**config.mk**
```make
export PLATFORM = sky130hd
export DESIGN_NAME = ycbcr422_sequencer
export DESIGN_NICKNAME = d
export VERILOG_FILES = /design/src/rtl/ycbcr422_sequencer.sv
export SDC_FILE = /design/constraint.sdc
export NUM_CORES = 1
export LEC_CHECK = 0
export BUFFER_PORTS_ARGS = -buffer_cell sky130_fd_sc_hd__clkbuf_2
export CORE_ASPECT_RATIO = 0.5
export CORE_MARGIN = 3
export CORE_UTILIZATION = 55
export DETAILED_ROUTE_END_ITERATION = 8
export PLACE_DENSITY_LB_ADDON = 0.3
export SETUP_SLACK_MARGIN = 0.1
export SKIP_LAST_GASP = 1
export SYNTH_ARGS = -nofsm -noshare
export SYNTH_HDL_FRONTEND = slang
export SYNTH_SLANG_ARGS = --single-unit
```
**constraint.sdc**
```tcl
create_clock -name clk -period 3.3 [get_ports clk]
set_input_delay 0.495 -clock clk [delete_from_list [all_inputs] [get_ports clk]]
set_output_delay 0.495 -clock clk [all_outputs]
set_load 0.05 [all_outputs]
```
**src/rtl/ycbcr422_sequencer.sv**
```systemverilog
// rtl/ycbcr422_sequencer.sv - 4:2:2 Cb/Y/Cr/Y to per-pixel YCbCr triplets with latency-matched sideband
// Optional x-coordinate counter enabled by defining SEQ_XPOS_EN.
module ycbcr422_sequencer #(
   parameter int LAT = 3,
   parameter int XW  = 11
) (
   input  logic          clk,
   input  logic          rst,
   input  logic [9:0]    din,
   input  logic          din_valid,
   input  logic          din_sol,
   input  logic          err_clr,
   output logic [9:0]    y_out,
   output logic [9:0]    cb_out,
   output logic [9:0]    cr_out,
   output logic          conv_valid,
   output logic          rgb_valid,
   output logic          rgb_sol,
   output logic [XW-1:0] x_pos,
   output logic          sync_err
);

   typedef enum logic [1:0] {S_CB, S_Y0, S_CR, S_Y1} state_t;

   state_t         state;
   logic [9:0]     cb_hold;
   logic [9:0]     y0_hold;
   logic [9:0]     cr_hold;
   logic           sol_pend;
   logic           conv_sol;
   logic [LAT-1:0] dv_q;
   logic [LAT-1:0] ds_q;
   logic [LAT-1:0] dv_next;
   logic [LAT-1:0] ds_next;

   always_ff @(posedge clk or posedge rst) begin
      if (rst) begin
         state      <= S_CB;
         cb_hold    <= '0;
         y0_hold    <= '0;
         cr_hold    <= '0;
         sol_pend   <= 1'b0;
         y_out      <= '0;
         cb_out     <= '0;
         cr_out     <= '0;
         conv_valid <= 1'b0;
         conv_sol   <= 1'b0;
         sync_err   <= 1'b0;
      end else begin
         conv_valid <= 1'b0;
         conv_sol   <= 1'b0;
         if (din_valid && din_sol) begin
            // A line start always restarts the pair; any partial pair is dropped.
            cb_hold  <= din;
            sol_pend <= 1'b1;
            state    <= S_Y0;
         end else if (din_valid) begin
            case (state)
               S_CB: begin
                  cb_hold  <= din;
                  sol_pend <= 1'b0;
                  state    <= S_Y0;
               end
               S_Y0: begin
                  y0_hold <= din;
                  state   <= S_CR;
               end
               S_CR: begin
                  cr_hold    <= din;
                  y_out      <= y0_hold;
                  cb_out     <= cb_hold;
                  cr_out     <= din;
                  conv_valid <= 1'b1;
                  conv_sol   <= sol_pend;
                  sol_pend   <= 1'b0;
                  state      <= S_Y1;
               end
               S_Y1: begin
                  y_out      <= din;
                  cb_out     <= cb_hold;
                  cr_out     <= cr_hold;
                  conv_valid <= 1'b1;
                  state      <= S_CB;
               end
               default: state <= S_CB;
            endcase
         end

         // A new error takes priority over a simultaneous clear.
         if (din_valid && din_sol && (state != S_CB))
            sync_err <= 1'b1;
         else if (err_clr)
            sync_err <= 1'b0;
      end
   end

   always_comb begin
      dv_next = LAT'({dv_q, conv_valid});
      ds_next = LAT'({ds_q, conv_sol});
   end

   always_ff @(posedge clk or posedge rst) begin
      if (rst) begin
         dv_q <= '0;
         ds_q <= '0;
      end else begin
         dv_q <= dv_next;
         ds_q <= ds_next;
      end
   end

   assign rgb_valid = dv_q[LAT-1];
   assign rgb_sol   = ds_q[LAT-1];

`ifdef SEQ_XPOS_EN
   localparam logic [XW-1:0] X_MAX = '1;

   // Loaded from the stage feeding the tail so x_pos is valid alongside rgb_valid.
   always_ff @(posedge clk or posedge rst) begin
      if (rst) begin
         x_pos <= '0;
      end else if (dv_next[LAT-1]) begin
         if (ds_next[LAT-1])
            x_pos <= '0;
         else if (x_pos != X_MAX)
            x_pos <= x_pos + XW'(1);
      end
   end
`else
   assign x_pos = '0;
`endif

endmodule
```
# [Word level (Yosys, flattened, before mapping)]
# Cells that the tools add are included.
[word_totals] out_inout_bits=45 ff_bits=72 word_cells=53 inputBits=15
[classes] reduce_logical=17 n_eq_ne=3 bitwise_logic=1 n_mux=19
[ops] operator="$pmux W10 S2" n=2
[ops] operator="$mux W10" n=3
[ops] operator="$reduce_and A3 Y1" n=4
[ops] operator="$reduce_bool A2 Y1" n=6
[ops] operator="$mux W1" n=11
[ops] operator="$pmux W2 S4" n=1
[ops] operator="$eq A2 B2 Y1 const B" n=2
[ops] operator="$mux W2" n=2
[ops] operator="$reduce_and A2 Y1" n=2
[ops] operator="$reduce_or A2 Y1" n=2
[ops] operator="$eq A2 B1 Y1 const B" n=1
[ops] operator="$logic_and A1 B1 Y1" n=2
[ops] operator="$logic_not A2 Y1" n=1
[ops] operator="$not A1 Y1" n=1

# [Depth between registers and ports, before layout]
[depth] word_depth=5 depth_mapped=5 mapped_depth_nobuf=5

# [Worst setup path after synthesis]
# No wires, ideal clock.
[synth_path] path_kind="register -> register" start="reg state[0]" end="reg y_out[6]" setup_slack_ns=1.678 path_stages_with_launch=5 n_path_buf=1 setup_ns=0.125 required_ns=3.175 synth_period_minus_slack_ns=1.622 arrival_time_ns=1.497 cell_sequence="dfrtp_1 -> ha_1 -> clkbuf_1 -> mux2_2 -> mux2_4"
[synth_between] elab_chain_cells=3 elab_cells_between_ends=5 classes_between="eq/ne (2); mux (1); reduce/logical (2)"
[synth_lines] item="start, declared" line="25" source="state_t state;"
[synth_lines] item="start signal, assigned" line="38" source="state <= S_CB;"
[synth_lines] item="start signal, assigned" line="56" source="state <= S_Y0;"
[synth_lines] item="start signal, assigned" line="62" source="state <= S_Y0;"
[synth_lines] item="$eq A2 B2 Y1" line="58" source="case (state)"
[synth_lines] item="$reduce_bool A2 Y1 (no source line)"
[synth_lines] item="$reduce_and A3 Y1 (no source line)"
[synth_lines] item="end signal, assigned" line="70" source="y_out <= y0_hold;"
[synth_lines] item="end signal, assigned" line="79" source="y_out <= din;"
[synth_lines] item="end, declared" line="13" source="output logic [9:0] y_out,"
# Parallel ways exist; a longest one is shown, timed or not.
# A chain may end at the register's enable or synchronous reset.

# [Final worst setup path]
[layout_path] start="reg state[0]" end="reg y_out[5]"
# The elaborated chain is that of the path after synthesis.

==> summary.txt <==
Run status
  – Status: finished, final reports clean

Pwr
  – Switching Share: 0.393
  – Clock network power share: 0.231
  – P_sw: 1.48 mW
  – LEAKAGE: 1.76 nW
  – Seq pwr share: 0.370
  – Power per Cell Area: 1030 mW/mm²
  – Peak supply drop: 0.538 mV
  – Cell Int Power: 2.28 mW
  – Gate power share: 0.399

Global route
  – Met2 Usage GRT: 0.290
  – GRT overflow: 0
  – Met1 global-route usage: 0.227
  – GR Layer Usage met3: 0.0683
  – First-pass GRT wire length: 8.96 mm
  – Largest net degree at the start of global routing: 35
  – Tot GR Track Use: 0.176
  – Top Usage Layer GRT: met2
  – Vias in the first global route: 1784
  – Antenna violations before repair: 0

Critical path
  – Critical path's top delay family: compound AO/OA/AOI/OAI gates
  – CP Launch Type: register
  – CP Class: reg -> reg
  – Critical path, cell by cell: ha_1 > buf_4 > o21a_4 > mux2_2
  – Crit Path Max Fanout: 31
  – Crit-path slowest cell: o21a_4
  – CP peak stage delay: 570 ps
  – Arr. time, crit path: 2130 ps
  – Worst path required time: 3510 ps
  – Crit. End Element: register
  – CP Buf/Inv Count: 1

Logic synthesis
  – Main flop type after synthesis: dfrtp_1
  – Commonest cells post-synth: dfrtp_1, mux2_2, mux2_4, buf_4
  – Synth Area in Simple Gates: 0.0156
  – Synth async-reset ratio: 1.00
  – Post-synthesis mux area share: 0.322
  – Cell taking the most area after synthesis: dfrtp_1
  – Synth Area in Compound Gates: 0.0168
  – Yosys warning count: 0
  – Register bit total from synthesis: 72
  – Xor/xnor share of the synthesized area: 0
  – Sequential-to-total area share from yosys stat: 0.575
  – Distinct cells, synth: 19
  – Post-Syn Instances: 192
  – Adder-cell share of the synthesized area: 0.0160
  – Mapped Area: 0.00313 mm²
  – Largest family of logic cells by synthesized area: multiplexers
  – Area contributors post-synth: dfrtp_1, mux2_2, mux2_4, buf_4, buf_12
  – Top-count cell post-synth: dfrtp_1
  – Yosys top cell area share: 0.575
  – Number of synthesized flops with an enable pin: 0
  – Syn Area/Cell: 16.3 µm²

Drt
  – Via count: 1641
  – Post-route ant nets: 0
  – Pre-antenna DRT Iters: 4
  – Vias per Instance: 5.08
  – DRC errors left: 0
  – DRT Wirelength: 5.24 mm
  – DR iter-0 viols: 30
  – WL/cell: 16.2 µm

Flow run
  – Max Cap Violations: 0

Die
  – Die W: 113 µm
  – I/O pins: 60
  – Die Y: 59.4 µm
  – Rows: 18
  – Effective utilization at floorplan: 0.602
  – Core area: 0.00520 mm²
  – DIE AREA: 0.00669 mm²

CTS
  – Clock Tree Root: clkbuf_16
  – Worst skew pair latency: 320 ps
  – # resized after CTS: 0
  – CTS Buf Count: 9
  – Hold_buf cts: 0
  – Clk sinks: 72
  – H-tree depth: 3
  – CTS tree: done
  – CTS max path bufs: 2
  – Clock-pin slew on the worst setup and hold paths: 50 ps
  – Post-CTS Setup Bufs: 0

Placed design
  – HPWL after DPL: 3.43 mm
  – # port buffers: 48
  – Placer congestion estimate: 0.742
  – Placed insts: 307

Timing
  – Final period util: 0.582
  – Unrepaired setup endpoints after global routing: false
  – Max transition margin: 0.510
  – # setup viols final: 0
  – Clk_skew: 2.96 ps
  – Fin crit period: 1920 ps
  – Final count of pins violating max slew: 0
  – Peak Freq: 0.520 GHz
  – Worst-Margin Slew: 735 ps
  – Final setup TNS: 0 ps
  – Final hold viol count: 0

Worst hold path
  – Worst Hold Class: in -> async

Cells and area
  – N_diodes: 0
  – Layout cell share with drive strength beyond 1: 0.609
  – Nets: 267
  – Synthesis-to-finish area growth: 16.3%
  – Post-layout util: 0.700
  – Final cell count without fillers: 323
==> flip-flops by register name (all words and copies together) (netlist names) <==
signal and count:
cb_hold 10, cb_out 10, cr_hold 10, cr_out 10, y0_hold 10, y_out 10
ds_q 3, dv_q 3, state 2, conv_sol 1, conv_valid 1, sol_pend 1
sync_err 1
==> cells in the final DEF, fill, tap and decap left out, types with 2 or more instances in the layout <==
cell type,n
nand2_1,4
inv_1,3
mux2_2,51
ha_1,4
clkbuf_16,9
clkbuf_2,48
clkinvlp_4,2
mux2_4,29
clkinv_2,4
nand2_2,2
o21ai_0,3
dfrtp_1,72
conb_1,11
buf_4,3
==> worst paths after layout <==
path	to	from	slack (ps)	depth (start not counted)
setup / recovery	y_out[5]	state[0]	1380	4
hold / removal	cb_out[3]	rst	260	2
setup reg to reg	y_out[5]	state[0]	1380	4
hold reg to reg	dv_q[1]	dv_q[0]	350	0
max in group asynchronous	cr_hold[0]	rst	2170	3
min in group clk	dv_q[1]	dv_q[0]	350	0
==> cell type report <==
| cell class | instances | area, µm² |
|---|---|---|
| clock buffer | 10 | 239 |
| clock inverter | 6 | 35.0 |
| fill | 365 | 1560 |
| inverter | 4 | 15.0 |
| multi-input combinational | 110 | 1200 |
| sequential | 72 | 1800 |
| tap | 70 | 87.6 |
| timing repair buffer | 51 | 263 |
==> cells by family after synthesis <==
family / count (synthesis)
and+or+nand+nor: 8
adders and majority gates: 4
muxes: 80
other: 1
AOI/OAI and AO/OA: 7
buffers and inverters: 20
DFF: 72
==> power by group through the flow <==
| stage | Sequential [mW] | Clock [mW] | Combinational (mW) |
|---|---|---|---|
| final | 1.39 | 0.867 | 1.50 |
| after global routing | 1.43 | 0.924 | 1.58 |
| after CTS | 1.39 | 0.882 | 1.51 |
| after detailed placement | 1.40 | 0 | 1.51 |
| after global placement | 1.38 | 0 | 1.48 |
| after floorplan | 2.02 | 0 | 0.580 |
==> stage by stage <==
stage	power, mW	hold WS (ps)	setup slack [ps]	cell area, µm²
final	3.75	262	1380	3640
after global routing	3.94	310	1230	3640
after CTS	3.79	283	1340	3640
after detailed placement	2.90	337	1330	3370
after global placement	2.86	332	1380	3370
after floorplan	2.60	331	980	3170
==> layer usage <==
layer / vias to the layer above / wire length [µm]
met4: 0 / 38
met2: 39 / 2510
met3: 6 / 281
met1: 837 / 2410
met5: - / 0
li1: 759 / -
Note: power is estimated with default switching activity, not from simulation.
